## src/rtl/mc_pkg.sv

```systemverilog
// mc_pkg: shared constants and types for the multicycle controller.
// Opcodes, ALU codes, ALU-B source encodings, FSM states, instr classes.
package mc_pkg;

  localparam logic [3:0] OP_R    = 4'h0;
  localparam logic [3:0] OP_ADDI = 4'h1;
  localparam logic [3:0] OP_LW   = 4'h2;
  localparam logic [3:0] OP_SW   = 4'h3;
  localparam logic [3:0] OP_BEQ  = 4'h4;
  localparam logic [3:0] OP_JMP  = 4'h5;
  localparam logic [3:0] OP_HALT = 4'hF;

  localparam logic [3:0] ALU_ADD  = 4'b0000;
  localparam logic [3:0] ALU_SUB  = 4'b0100;
  localparam logic [3:0] ALU_OR   = 4'b0010;
  localparam logic [3:0] ALU_NAND = 4'b0011;
  localparam logic [3:0] ALU_SHF  = 4'b1010;

  localparam logic [1:0] SRCB_RT  = 2'd0;
  localparam logic [1:0] SRCB_ONE = 2'd1;
  localparam logic [1:0] SRCB_IMM = 2'd2;

  typedef enum logic [2:0] {
    S_FETCH,
    S_DECODE,
    S_EXEC,
    S_ALUW,
    S_MEM,
    S_WB,
    S_BR,
    S_HALT
  } state_e;

  typedef enum logic [2:0] {
    CL_R,
    CL_ADDI,
    CL_LW,
    CL_SW,
    CL_BEQ,
    CL_JMP,
    CL_HALT,
    CL_ILL
  } iclass_e;

endpackage

```

## src/rtl/mc_decode.sv

```systemverilog
// mc_decode: combinational opcode -> instruction class.
// Ports: op (IR[15:12]) in; cls (iclass_e) out.
module mc_decode
  import mc_pkg::*;
(
  input  logic [3:0] op,
  output iclass_e    cls
);

  always_comb begin
    cls = CL_ILL;
    unique case (1'b1)
      (op == OP_R):    cls = CL_R;
      (op == OP_ADDI): cls = CL_ADDI;
      (op == OP_LW):   cls = CL_LW;
      (op == OP_SW):   cls = CL_SW;
      (op == OP_BEQ):  cls = CL_BEQ;
      (op == OP_JMP):  cls = CL_JMP;
      (op == OP_HALT): cls = CL_HALT;
      default:         cls = CL_ILL;
    endcase
  end

endmodule

```

## src/rtl/mc_control.sv

```systemverilog
// mc_control: multicycle CPU control FSM (IR, status flags, strobes).
// In: clk, rst, instr[15:0], mem_ack, zero.
// Out: mem_req, mem_we, aluctrl[3:0], fctrl[1:0], srca_pc, srcb[1:0],
//      pc_we, ir_we, reg_we, wb_mem, halted, illegal.
// Option MC_CTRL_PERF_EN: adds retired[15:0] instruction counter.
module mc_control
  import mc_pkg::*;
(
  input  logic        clk,
  input  logic        rst,
  input  logic [15:0] instr,
  input  logic        mem_ack,
  input  logic        zero,
  output logic        mem_req,
  output logic        mem_we,
  output logic [3:0]  aluctrl,
  output logic [1:0]  fctrl,
  output logic        srca_pc,
  output logic [1:0]  srcb,
  output logic        pc_we,
  output logic        ir_we,
  output logic        reg_we,
  output logic        wb_mem,
  output logic        halted,
  output logic        illegal
`ifdef MC_CTRL_PERF_EN
  ,
  output logic [15:0] retired
`endif
);

  state_e      state_q, state_d;
  logic [15:0] ir_q, ir_d;
  logic        illegal_q, illegal_d;
  logic        retire;
  iclass_e     cls;

  logic [3:0]  ex_alu;
  logic [1:0]  ex_f;
  logic        ex_pc;
  logic [1:0]  ex_b;

  logic        unused_ir;
  assign unused_ir = ^ir_q[11:6];

  mc_decode u_dec (
    .op  (ir_q[15:12]),
    .cls (cls)
  );

  // ALU setup driven in EXEC and held through ALUW
  always_comb begin
    ex_alu = ALU_ADD;
    ex_f   = 2'b00;
    ex_pc  = 1'b0;
    ex_b   = SRCB_IMM;
    unique case (1'b1)
      (cls == CL_R): begin
        ex_alu = ir_q[3:0];
        ex_f   = ir_q[5:4];
        ex_b   = SRCB_RT;
      end
      (cls == CL_BEQ): begin
        ex_alu = ALU_SUB;
        ex_b   = SRCB_RT;
      end
      (cls == CL_JMP): ex_pc = 1'b1;
      default: ;
    endcase
  end

  always_comb begin
    state_d   = state_q;
    ir_d      = ir_q;
    illegal_d = illegal_q;
    retire    = 1'b0;
    mem_req   = 1'b0;
    mem_we    = 1'b0;
    aluctrl   = ALU_ADD;
    fctrl     = 2'b00;
    srca_pc   = 1'b0;
    srcb      = SRCB_RT;
    pc_we     = 1'b0;
    ir_we     = 1'b0;
    reg_we    = 1'b0;
    wb_mem    = 1'b0;

    unique case (state_q)
      S_FETCH: begin
        mem_req = 1'b1;
        srca_pc = 1'b1;
        srcb    = SRCB_ONE;
        if (mem_ack) begin
          ir_we   = 1'b1;
          pc_we   = 1'b1;
          ir_d    = instr;
          state_d = S_DECODE;
        end
      end
      S_DECODE: begin
        unique case (cls)
          CL_HALT: state_d = S_HALT;
          CL_ILL: begin
            illegal_d = 1'b1;
            state_d   = S_FETCH;
          end
          default: state_d = S_EXEC;
        endcase
      end
      S_EXEC, S_ALUW: begin
        aluctrl = ex_alu;
        fctrl   = ex_f;
        srca_pc = ex_pc;
        srcb    = ex_b;
        if (state_q == S_EXEC) begin
          state_d = S_ALUW;
        end else begin
          unique case (cls)
            CL_R, CL_ADDI: state_d = S_WB;
            CL_LW, CL_SW:  state_d = S_MEM;
            CL_BEQ:        state_d = S_BR;
            CL_JMP: begin
              pc_we   = 1'b1;
              retire  = 1'b1;
              state_d = S_FETCH;
            end
            default: state_d = S_FETCH;
          endcase
        end
      end
      S_MEM: begin
        mem_req = 1'b1;
        mem_we  = (cls == CL_SW);
        if (mem_ack) begin
          if (cls == CL_SW) begin
            retire  = 1'b1;
            state_d = S_FETCH;
          end else begin
            state_d = S_WB;
          end
        end
      end
      S_WB: begin
        reg_we  = 1'b1;
        wb_mem  = (cls == CL_LW);
        retire  = 1'b1;
        state_d = S_FETCH;
      end
      S_BR: begin
        srca_pc = 1'b1;
        srcb    = SRCB_IMM;
        pc_we   = zero;
        retire  = 1'b1;
        state_d = S_FETCH;
      end
      S_HALT: state_d = S_HALT;
    endcase

    // reset silences the bus and strobes in the same cycle it rises
    if (rst) begin
      mem_req = 1'b0;
      mem_we  = 1'b0;
      aluctrl = ALU_ADD;
      fctrl   = 2'b00;
      srca_pc = 1'b0;
      srcb    = SRCB_RT;
      pc_we   = 1'b0;
      ir_we   = 1'b0;
      reg_we  = 1'b0;
      wb_mem  = 1'b0;
    end
  end

  always_ff @(posedge clk or posedge rst) begin
    if (rst) begin
      state_q   <= S_FETCH;
      ir_q      <= '0;
      illegal_q <= 1'b0;
    end else begin
      state_q   <= state_d;
      ir_q      <= ir_d;
      illegal_q <= illegal_d;
    end
  end

  assign halted  = (state_q == S_HALT);
  assign illegal = illegal_q;

`ifdef MC_CTRL_PERF_EN
  logic [15:0] retired_q, retired_d;

  assign retired_d = retired_q + {15'd0, retire};

  always_ff @(posedge clk or posedge rst) begin
    if (rst) retired_q <= '0;
    else     retired_q <= retired_d;
  end

  assign retired = retired_q;
`else
  logic unused_retire;
  assign unused_retire = retire;
`endif

endmodule

```

## config.mk

```make
export PLATFORM = sky130hd
export DESIGN_NAME = mc_control
export DESIGN_NICKNAME = d
export VERILOG_FILES = /design/src/rtl/mc_pkg.sv /design/src/rtl/mc_decode.sv /design/src/rtl/mc_control.sv
export SDC_FILE = /design/constraint.sdc
export NUM_CORES = 1
export LEC_CHECK = 0
export CORE_MARGIN = 2
export CORE_UTILIZATION = 40
export CTS_BUF_LIST = sky130_fd_sc_hd__clkbuf_8
export CTS_CLUSTER_SIZE = 10
export DETAILED_ROUTE_END_ITERATION = 8
export HOLD_SLACK_MARGIN = 0.06
export MAX_ROUTING_LAYER = met4
export PLACE_DENSITY = 0.86
export REMOVE_ABC_BUFFERS = 1
export SETUP_SLACK_MARGIN = 0.02
export SLEW_MARGIN = 40
export SYNTH_ARGS = -nofsm -noshare
export SYNTH_HDL_FRONTEND = slang
export SYNTH_SLANG_ARGS = --single-unit
export TNS_END_PERCENT = 30
```

## constraint.sdc

```tcl
create_clock -name clk -period 1.45 [get_ports clk]
set_input_delay 0.29 -clock clk [delete_from_list [all_inputs] [get_ports clk]]
set_output_delay 0.29 -clock clk [all_outputs]
set_load 0.005 [all_outputs]
```

After elaboration in Yosys (flattened, before gate mapping)

Index checks and enable logic that the tools add are counted.

Bits of input ports: 20
Register bits after elaboration: 20
Output and inout bits: 17

Reductions and logical operators: 13
Muxes and demuxes: 34
Eq/ne operators: 22

Operators by type and width:

| operator                                             | count |
|---|---|
| equality test 3 bit (second input constant)          | 8 |
| case mux 3 bit (7 select lines)                      | 1 |
| case mux 3 bit (6 select lines)                      | 1 |
| 2-to-1 mux 1 bit                                     | 15 |
| OR reduction 2 bit                                   | 7 |
| equality test 3 x 2 -> 1 bit (second input constant) | 4 |
| 2-to-1 mux 3 bit                                     | 4 |
| 2-to-1 mux 2 bit                                     | 5 |
| case mux 3 bit (3 select lines)                      | 1 |
| equality test 4 x 2 -> 1 bit (second input constant) | 2 |
| equality test 4 x 3 -> 1 bit (second input constant) | 2 |
| 2-to-1 mux 4 bit                                     | 2 |
| case mux 4 bit (2 select lines)                      | 1 |
| equality test 3 x 1 -> 1 bit (second input constant) | 2 |
| zero test 3 bit                                      | 2 |
| case mux 2 bit (3 select lines)                      | 1 |
| case mux 3 bit (2 select lines)                      | 1 |
| AND reduction 2 bit                                  | 3 |
| equality test 4 x 1 -> 1 bit (second input constant) | 1 |
| equality test 4 bit (second input constant)          | 1 |
| zero test 4 bit                                      | 1 |
| inequality test 2 bit (second input constant)        | 2 |
| case mux 1 bit (3 select lines)                      | 1 |
| case mux 1 bit (2 select lines)                      | 1 |

Logic depth before layout (Yosys ltp)

Gate-level depths: netlist (run 1).

Depth in word-level cells: 7
Gate-level depth with buffers: 5
Gate-level depth less buffers: 4

Cells and area by module

From an unflattened synthesis (run 1), not the netlist that was laid out.

Cells, all modules: 94
Area, all modules: 923.4 um2

By module, submodules not included:

| module     | sequential area each (um2) | area an instance (um2) | times used | cells each |
|---|---|---|---|---|
| mc_control | 350.3                      | 887.1                  | 1          | 89 |
| mc_decode  | 0.0                        | 36.3                   | 1          | 5 |

Least setup slack after synthesis (run 1)

No wires, ideal clock.

Path type: reg2out
Start point: register state_q[0]
End point: output pc_we
Slack: 8 ps
Buffers on the path: 1
Cell stages (with the launch flop): 6
Data required time: 1160 ps
Arrival: 1152 ps
Cells stage by stage: dfrtp_1 > nand2b_4 > nor3_4 > buf_6 > a21oi_2 > a211oi_2

Cells in the longest elaborated chain, start to end: 4

RTL lines:

| item                                                   | RTL line                            | RTL |
|---|---|---|
| from (decl)                                            | mc_control.sv:32                    | `state_e state_q, state_d;` |
| from (signal assigned)                                 | mc_control.sv:180                   | `state_q <= state_d;` |
| equality test 3 x 2 -> 1 bit (on tied branches)        | mc_control.sv:88, mc_control.sv:115 |  |
| 2-to-1 mux 1 bit or OR reduction 2 bit (tied branches) | mc_control.sv:115, mc_control.sv:88 |  |
| case mux 1 bit (3 select lines) *                      | mc_control.sv:88                    | `unique case (state_q)` |
| 2-to-1 mux 1 bit *                                     | mc_control.sv:160                   | `if (rst) begin` |
| to (decl)                                              | mc_control.sv:20                    | `output logic pc_we,` |

Every way passes the cells marked *; elsewhere a longest branch is shown, timed or not.

Worst setup path after layout (run 1)

Start point: register state_q[2]
End point: output pc_we

The elaborated chain is that of the path after synthesis.

==> reports/metrics.csv, run 1 <==
stage,metric,value,unit
route,via_count,1104,
critical_path,critical_path_peak_fanout,4,
cells_and_area,layout-drive-gt1-share,64.4,%
floorplanning,start_util,42.5,%
synthesis,syn-instance-count,93,
cts,cts_buffers,3,
critical_path,worst-path-buf-inv,3,
timing,hold_viol_final,0,
timing,skew,0.00496,ns
cts,clock-sinks,14,
route,maxUsedRoutingLayer,met4,
floorplanning,rows,17,
timing,period_share,126,%
critical_path,cp_cell_sequence,buf_6 -> buf_6 -> nor3b_4 -> nor2_2 -> a211oi_2 -> buf_2,
synthesis,ys_ff_latch,14,
floorplanning,core_area,2230,um^2
outcome,violations,negative setup slack,
critical_path,crit_path_start_kind,register,
floorplanning,die_area,2780,um^2
critical_path,cp.required,1.16,ns
route,dr_wl_met2,2060,um
placed_design,numPortBuffers,30,
cells_and_area,area_growth,96.6,%
timing,drv_slew,0,
route,routed_wirelength,3760,um
synthesis,synth_top_area_share,36.9,%
cts,htree_levels,1,
synthesis,synth_area_leader_cell,dfrtp_1,
critical_path,worstPathArrival,1.54,ns
floorplanning,dieWidth,52.7,um
worst_hold_path,hold_path_class,primary input to asynchronous set/reset pin,
critical_path,crit_slowest_cell,dfrtp_2,
route,wl_met1,1460,um
timing,rsz0062_at_grt,true,
global_routing,grt_overflow_total,0,
synthesis,synthTopCellsByArea,"dfrtp_1 (37%), mux2_4 (11%), and2_1 (4.0%)",
outcome,status,"complete, but fails checks",
synthesis,synth.distinct_cells,39,
cells_and_area,fin_util,83.6,%
pwr,power.density,2060,nW/um^2
placed_design,pre_cts_ws,-0.774,ns
cts,cts_root_buffer,clkbuf_8,
synthesis,ys.flop_type,dfrtp_1,
route,first_iter_violations,26,
cells_and_area,antenna-diode-count,0,
timing,hold_ws,0.255,ns
timing,fmax,0.546,GHz
pwr,irDropWorstVdd,1.56,mV
route,firstDrtPassIters,4,
placed_design,routabilityCongestion,0.863,
timing,slew-limit-headroom,80.2,%
timing,period_minus_slack,1.83,ns
critical_path,end_kind,output pin,
synthesis,synthArstFlopShare,100,%
floorplanning,die_h,52.7,um
global_routing,grt_start_max_net_pins,12,
critical_path,worstSetupPathType,register to output pin,
timing,setup_slack,-0.380,ns
global_routing,grt_pass1_wl,5490,um
run,cap_violations,0,
route,antenna_left,0,
timing,tightest_slew,0.295,ns
route,drc,0,
synthesis,synth_edf_count,0,
critical_path,r2r_cells,5,
timing,setup_viol,27,
cts,clk_pin_slew,0.06,ns
synthesis,synth_area,950,um^2
cts,clk_latency,0.26,ns
synthesis,postSynthAreaPerCell,10.2,um^2
global_routing,grt_pass1_vias,1149,
synthesis,yosysWarnings,0,
route,dr_wl_met3,171,um
cells_and_area,final_nets,198,
critical_path,crit_top_cell,buf_6,
synthesis,ys_seq_area_share,36.9,%
placed_design,post-dp-hpwl,1920,um
global_routing,antenna_found_initial,0,
pwr,power_leakage,0.886,nW
route,via_per_inst,5.39,
critical_path,critical_path_depth,6,
cts,cts_max_path_buffers,2,
critical_path,cpLargestDelayFamily,flip-flops,
floorplanning,num_io_pins,37,
cts,cts_tree,yes,
critical_path,critPathMaxStageDelay,0.44,ns
route,wl_per_cell,18.3,um
global_routing,grt_usage,28.6,%
sequential cells by signal, indices dropped and copies added (netlist names):
register  count
illegal       1
state_q       3
ir_q         10
cells in the final DEF, fill, tap and decap left out, types with 2 or more instances in the layout:
cell type / instances
mux2_2: 2
o21ai_0: 2
buf_6: 21
clkdlybuf4s50_1: 11
o21a_1: 2
buf_2: 7
and2_4: 4
dfrtp_1: 12
nand2_1: 4
mux2_4: 7
dlygate4sd2_1: 2
dfrtp_2: 2
and4_1: 2
clkbuf_8: 4
buf_12: 2
and3_4: 2
nor2_1: 5
nor2_2: 3
a21oi_1: 4
nor3_4: 3
buf_4: 40
and2_1: 2
worst reg2reg max path, delay by kind of cell, from the launching register on:
family | cells | cell delay [ns]
buf+inv | 2 | 0.40
flops | 1 | 0.43
mux | 1 | 0.36
simple gates | 2 | 0.30
layer usage:
metal | vias up | global-route usage, %
met5 | - | -
li1 | 506 | -
met1 | 538 | 33.7
met4 | 0 | 8.55
met2 | 50 | 49.4
met3 | 10 | 5.43
worst paths after layout:
kind	slack, ns	to	startpoint
min in group clk	0.47	illegal	illegal
hold / removal	0.25	state_q[1]	rst
max in group asynchronous	0.94	ir_q[14]	rst
setup reg to reg	-0.16	ir_q[14]	state_q[0]
hold reg to reg	0.47	illegal	illegal
setup / recovery	-0.38	pc_we	state_q[2]
power by group:
| part | leakage, nW | internal, mW | switching (mW) | total, mW |
|---|---|---|---|---|
| Sequential | 0.163 | 0.582 | 0.180 | 0.762 |
| Clock | 0.0288 | 0.241 | 0.158 | 0.399 |
| Combinational | 0.694 | 1.58 | 1.11 | 2.69 |
| Total | 0.886 | 2.40 | 1.45 | 3.85 |
Yosys cell counts (2+ instances only):
cell,count
a21oi_1,4
and2_1,6
and3_1,3
and4_1,3
buf_2,3
buf_6,2
dfrtp_1,14
inv_1,2
mux2_2,2
mux2_4,7
nand2_1,6
nor2_1,9
nor2b_1,2
nor3_1,2
o21a_1,2
o21ai_0,2
o21ai_1,2
kinds of logic (layout without fill, tap and decap cells):
kind of cell / after synthesis / after routing / share of synthesized area (%)
and+or+nand+nor: 44 / 44 / 30.7
buffers and inverters: 7 / 91 / 4.74
AOI/OAI and AO/OA: 19 / 19 / 14.2
muxes: 9 / 9 / 13.4
DFF: 14 / 14 / 36.9
per-stage QoR:
| step | cells | power [mW] | TNS, ns | cell area, um^2 |
|---|---|---|---|---|
| final | 205 | 3.85 | -6.09 | 1870 |
| after global routing | 205 | 4.05 | -7.36 | 1870 |
| after CTS | 203 | 3.53 | -5.04 | 1790 |
| after detailed placement | 177 | 2.48 | -12.58 | 1490 |
| after global placement | 177 | 2.42 | -11.53 | 1490 |
| after floorplan | 88 | 1.60 | -1.68 | 912 |
final cells by class:
cell class | count | area [um^2]
clock buffers | 4 | 55.1
fillers | 113 | 367
inverters | 2 | 7.51
multi-input cells | 72 | 653
flip-flops and latches | 14 | 353
well taps | 28 | 35.0
repair buffers | 85 | 763
timing repair:
| item | in CTS | in global routing |
|---|---|---|
| hold buffers | 0 | 0 |
| pin swaps | 18 | 14 |
| gates resized for setup | 96 | 18 |
| endpoints found under the setup margin | 25 | 29 |
| buffers inserted | 22 | 2 |
| endpoints found under the hold margin | 0 | 0 |
No activity file was read; power rests on OpenSTA's default activity.
==> inputs of run 2 (changes only) <==
--- a/config.mk
+++ b/config.mk
@@ -5,14 +5,16 @@
 export SDC_FILE = /design/constraint.sdc
 export NUM_CORES = 1
 export LEC_CHECK = 0
+export ABC_AREA = 1
 export CORE_MARGIN = 2
-export CORE_UTILIZATION = 40
+export CORE_UTILIZATION = 58
 export CTS_BUF_LIST = sky130_fd_sc_hd__clkbuf_8
 export CTS_CLUSTER_SIZE = 10
 export DETAILED_ROUTE_END_ITERATION = 8
+export DONT_BUFFER_PORTS = 1
 export HOLD_SLACK_MARGIN = 0.06
 export MAX_ROUTING_LAYER = met4
-export PLACE_DENSITY = 0.86
+export PLACE_DENSITY = 0.85
 export REMOVE_ABC_BUFFERS = 1
 export SETUP_SLACK_MARGIN = 0.02
 export SLEW_MARGIN = 40
==> reports/metrics.csv, run 2 <==
stage,metric,value,unit
cells_and_area,fin_util,79.6,%
synthesis,syn-instance-count,130,
critical_path,end_kind,output pin,
floorplanning,num_io_pins,37,
outcome,status,"complete, but fails checks",
synthesis,ys.flop_type,dfrtp_1,
critical_path,critical_path_peak_fanout,7,
pwr,power.density,2000,nW/um^2
placed_design,pre_cts_ws,0.0512,ns
placed_design,numPortBuffers,0,
synthesis,ys_top_cells_by_count,"nand2_1 (23), inv_1 (19), nor2_1 (15)",
timing,slew-limit-headroom,82.9,%
route,drc,0,
cts,cts_tree,yes,
global_routing,grt_start_max_net_pins,16,
synthesis,synthTopCellsByArea,"dfrtp_1 (37%), nand2_1 (9.1%), inv_1 (7.5%)",
global_routing,antenna_found_initial,0,
cells_and_area,register_area,357,um^2
timing,setup_viol,12,
global_routing,grt_overflow_total,0,
placed_design,routabilityCongestion,0.891,
run,cap_violations,0,
global_routing,grt_pass1_vias,929,
cells_and_area,final_nets,163,
floorplanning,dieWidth,44.5,um
global_routing,grt_usage,28.8,%
cts,clock-sinks,14,
placed_design,post-dp-hpwl,1600,um
cells_and_area,area_growth,27.3,%
cts,cts_root_buffer,clkbuf_8,
synthesis,ys_ff_latch,14,
cts,clk_latency,0.24,ns
floorplanning,start_util,62.5,%
synthesis,synth_area_leader_cell,dfrtp_1,
synthesis,yosysWarnings,0,
outcome,violations,negative setup slack,
timing,setup_slack,-0.116,ns
synthesis,synth_most_common_cell,nand2_1,
cts,clk_pin_slew,0.06,ns
route,via_count,932,
route,routed_wirelength,2480,um
synthesis,synth_edf_count,0,
timing,hold_ws,0.189,ns
cts,cts_buffers,3,
route,via_per_inst,5.90,
synthesis,synth.distinct_cells,25,
critical_path,crit_path_start_kind,register,
pwr,power_leakage,0.567,nW
floorplanning,die_area,1980,um^2
cts,cts_max_path_buffers,2,
cells_and_area,final_cell_mix,"nand2_1 (21), inv_1 (17), nor2_1 (12)",
cells_and_area,final_common_cell,nand2_1,
route,antenna_left,0,
timing,skew,0.00261,ns
cells_and_area,multi_input_area,594,um^2
timing,period_minus_slack,1.57,ns
timing,rsz0062_at_grt,true,
route,wl_per_cell,15.7,um
synthesis,synth_area,952,um^2
critical_path,worstSetupPathType,register to output pin,
route,first_iter_violations,47,
timing,hold_viol_final,0,
critical_path,cp.required,1.16,ns
pwr,irDropWorstVdd,1.26,mV
timing,drv_slew,0,
cts,htree_levels,1,
synthesis,ys_seq_area_share,36.8,%
route,firstDrtPassIters,4,
critical_path,worstPathArrival,1.28,ns
timing,period_share,108,%
floorplanning,die_h,44.5,um
cells_and_area,largest_reg_flops,10,
cells_and_area,antenna-diode-count,0,
timing,tightest_slew,0.254,ns
cells_and_area,largest-register,ir_q,
synthesis,synthArstFlopShare,100,%
global_routing,grt_pass1_wl,4060,um
worst_hold_path,hold_path_class,primary input to register,
synthesis,postSynthAreaPerCell,7.32,um^2
floorplanning,rows,14,
synthesis,synth_top_area_share,36.8,%
cells_and_area,layout-drive-gt1-share,43.0,%
floorplanning,core_area,1520,um^2
timing,fmax,0.639,GHz
cells_and_area,nFillCells,92,
==> run 2: logic make-up (layout without fill, tap and decap cells) <==
logic type	count (synthesis)	in the layout	share of synthesized area [%]
AO/OA/AOI/OAI	17	17	12.4
buffers and inverters	26	38	13.0
flip-flops	14	14	36.8
AND/OR/NAND/NOR	73	73	37.8
==> run 2: worst max-delay path, cell delays in order, from the launching register on <==
cell,delay (ns)
dfrtp_2,0.46
nor2_4,0.22
nand4_1,0.18
a31oi_4,0.17
==> run 2: what timing repair did <==
action | 4_1_cts | 5_1_grt
buffers inserted | 2 | 1
gates resized for setup | 18 | 12
endpoints found under the setup margin | 13 | 15
pin swaps | 1 | 3
hold buffers | 1 | 0
hold endpoints to repair | 14 | 0
==> run 2: layer usage <==
| layer | track usage (%) | wire length [um] | part of all wire (%) | vias to the layer above |
|---|---|---|---|---|
| li1 | - | - | - | 438 |
| met1 | 34.8 | 987 | 40 | 438 |
| met2 | 47.0 | 1270 | 51 | 48 |
| met3 | 6.53 | 172 | 6.9 | 8 |
| met4 | 9.70 | 51 | 2.1 | 0 |
| met5 | - | 0 | 0 | - |
==> run 2: cell type report <==
type,instances,area share [%]
multi-input combinational,90,49.0
timing repair buffer,11,8.05
tap,16,1.65
clock buffer,4,4.54
sequential,14,29.4
inverter,23,7.33
==> run 2: where the power goes <==
part / leakage, nW / total [mW] / internal (mW) / switching (mW)
Sequential: 0.151 / 0.755 / 0.569 / 0.186
Combinational: 0.387 / 1.29 / 0.480 / 0.806
Clock: 0.0288 / 0.381 / 0.240 / 0.141
Total: 0.567 / 2.42 / 1.29 / 1.13
==> run 2: worst paths after layout <==
| path | start | end | slack (ns) | cells past startpoint |
|---|---|---|---|---|
| min | instr[3] | ir_q[3] | 0.19 | 2 |
| max | state_q[2] | pc_we | -0.12 | 3 |
| min in group asynchronous | rst | ir_q[13] | 0.58 | 3 |
| min reg2reg | ir_q[2] | ir_q[2] | 0.48 | 2 |
| max reg2reg | state_q[2] | ir_q[13] | 0.17 | 7 |
| max in group asynchronous | rst | state_q[1] | 0.69 | 3 |
==> run 2: stage by stage <==
| step | instance area, um^2 | std cells | setup TNS, ns | total power, mW |
|---|---|---|---|---|
| after floorplan | 917 | 127 | 0 | 1.47 |
| after detailed placement | 1000 | 150 | 0 | 1.77 |
| final | 1210 | 158 | -0.746 | 2.42 |
| after global routing | 1210 | 158 | -1.48 | 2.61 |
| after global placement | 1000 | 150 | 0 | 1.71 |
| after CTS | 1160 | 157 | -0.727 | 2.28 |
==> inputs of run 3 (changes only) <==
--- a/config.mk
+++ b/config.mk
@@ -14,7 +14,8 @@
 export DONT_BUFFER_PORTS = 1
 export HOLD_SLACK_MARGIN = 0.06
 export MAX_ROUTING_LAYER = met4
-export PLACE_DENSITY = 0.85
+export PLACE_DENSITY = 0.76
+export RECOVER_POWER = 50
 export REMOVE_ABC_BUFFERS = 1
 export SETUP_SLACK_MARGIN = 0.02
 export SLEW_MARGIN = 40
==> reports/metrics.csv, run 3 (synthesis results as in run 2) <==
stage,metric,value,unit
cells_and_area,layout-drive-gt1-share,45.1,%
critical_path,cp.required,1.16,ns
critical_path,end_kind,output pin,
placed_design,numPortBuffers,0,
cts,cts_max_path_buffers,2,
route,antenna_left,0,
cts,clk_latency,0.24,ns
cells_and_area,largest_reg_flops,10,
pwr,power.density,2030,nW/um^2
timing,setup_viol,12,
timing,tightest_slew,0.366,ns
placed_design,post-dp-hpwl,1510,um
timing,setup_tns,-1.29,ns
timing,fmax,0.605,GHz
timing,setup_slack,-0.204,ns
cts,htree_levels,1,
critical_path,worst-path-buf-inv,1,
floorplanning,dieWidth,44.5,um
route,first_iter_violations,33,
critical_path,cpLargestDelayFamily,flip-flops,
cts,cts_buffers,3,
placed_design,routabilityCongestion,0.910,
cells_and_area,area_growth,32.1,%
route,drc,0,
timing,hold_ws,0.182,ns
cells_and_area,final_nets,165,
floorplanning,rows,14,
global_routing,grt_overflow_total,0,
route,routed_wirelength,2850,um
timing,slew-limit-headroom,75.6,%
pwr,power_leakage,0.584,nW
route,firstDrtPassIters,4,
route,via_per_inst,6.18,
global_routing,grt_start_max_net_pins,16,
global_routing,grt_usage,28.8,%
outcome,status,"complete, but fails checks",
worst_hold_path,hold_path_class,primary input to register,
cts,cts_root_buffer,clkbuf_8,
critical_path,crit_slowest_cell,dfrtp_1,
route,wl_per_cell,17.8,um
timing,rsz0062_at_grt,true,
critical_path,critical_path_peak_fanout,5,
placed_design,post_dp_cell_area,980,um^2
cts,cts_tree,yes,
timing,period_share,114,%
critical_path,critPathMaxStageDelay,0.42,ns
critical_path,worstSetupPathType,register to output pin,
run,cap_violations,0,
timing,drv_slew,0,
timing,period_minus_slack,1.65,ns
critical_path,worstPathArrival,1.36,ns
cts,clk_pin_slew,0.06,ns
cells_and_area,layout.cell_area.non_filler,1260,um^2
cells_and_area,final_cell_mix,"nand2_1 (21), inv_1 (17), nor2_1 (11)",
cells_and_area,final_common_cell,nand2_1,
route,via_count,988,
floorplanning,num_io_pins,37,
global_routing,grt_pass1_vias,908,
critical_path,cp_cell_sequence,inv_2 -> nor2_1 -> nand4_1 -> a31oi_4,
floorplanning,start_util,62.5,%
critical_path,crit_path_start_kind,register,
pwr,irDropWorstVdd,1.65,mV
global_routing,grt_pass1_wl,4000,um
floorplanning,die_h,44.5,um
cts,clock-sinks,14,
floorplanning,core_area,1520,um^2
timing,hold_viol_final,0,
cells_and_area,antenna-diode-count,0,
timing,skew,0.00338,ns
cells_and_area,largest-register,ir_q,
cells_and_area,fin_util,82.5,%
global_routing,antenna_found_initial,0,
floorplanning,die_area,1980,um^2
outcome,violations,negative setup slack,
[run 3: worst paths after layout]
check,endpoint,slack (ns),depth (start not counted),start
worst min register to register,illegal,0.49,2,illegal
worst max register to register,ir_q[13],0.15,7,state_q[2]
max in group asynchronous,ir_q[14],0.51,3,rst
worst max-delay path,pc_we,-0.20,4,ir_q[12]
min in group asynchronous,ir_q[2],0.64,3,rst
worst min-delay path,ir_q[2],0.18,2,instr[2]
[run 3: routing by layer]
metal  track usage, %  vias up  part of all wire [%]
met5                -        -                     0
met4             10.9        0                   3.9
met3             4.49       17                   6.7
met2             47.8       56                    50
met1             34.9      467                    39
li1                 -      448                     -
[run 3: area by class of cell]
class / count / area [um^2]
fillers: 86 / 267
clock buffers: 4 / 55.1
multi-input cells: 90 / 619
flip-flops and latches: 14 / 358
well taps: 16 / 20.0
repair buffers: 13 / 114
inverters: 23 / 91.3
[run 3: what timing repair did]
action / in CTS / in global routing
pin swaps: 6 / 7
hold endpoints to repair: 14 / 0
hold buffers: 1 / 0
gates resized for setup: 29 / 9
buffers inserted: 5 / 3
endpoints found under the setup margin: 12 / 14
[run 3: metrics by stage]
step | worst slack, ns | cells | power [mW]
final | -0.204 | 160 | 2.56
after global routing | -0.239 | 160 | 2.73
after CTS | -0.149 | 157 | 2.35
after detailed placement | 0.0519 | 147 | 1.72
after global placement | 0.0528 | 147 | 1.68
after floorplan | 0.0317 | 127 | 1.47
[run 3: worst register-to-register path, stage by stage, from the launching register on]
cell	delay (ns)
dfrtp_2	0.47
inv_4	0.12
nand2_4	0.08
inv_4	0.09
nand2_8	0.09
buf_12	0.17
nor2_2	0.12
a21oi_2	0.04
[run 3: power breakdown]
group	switching (mW)	internal, mW
clock	0.143	0.240
combinational	0.889	0.523
sequential	0.191	0.572
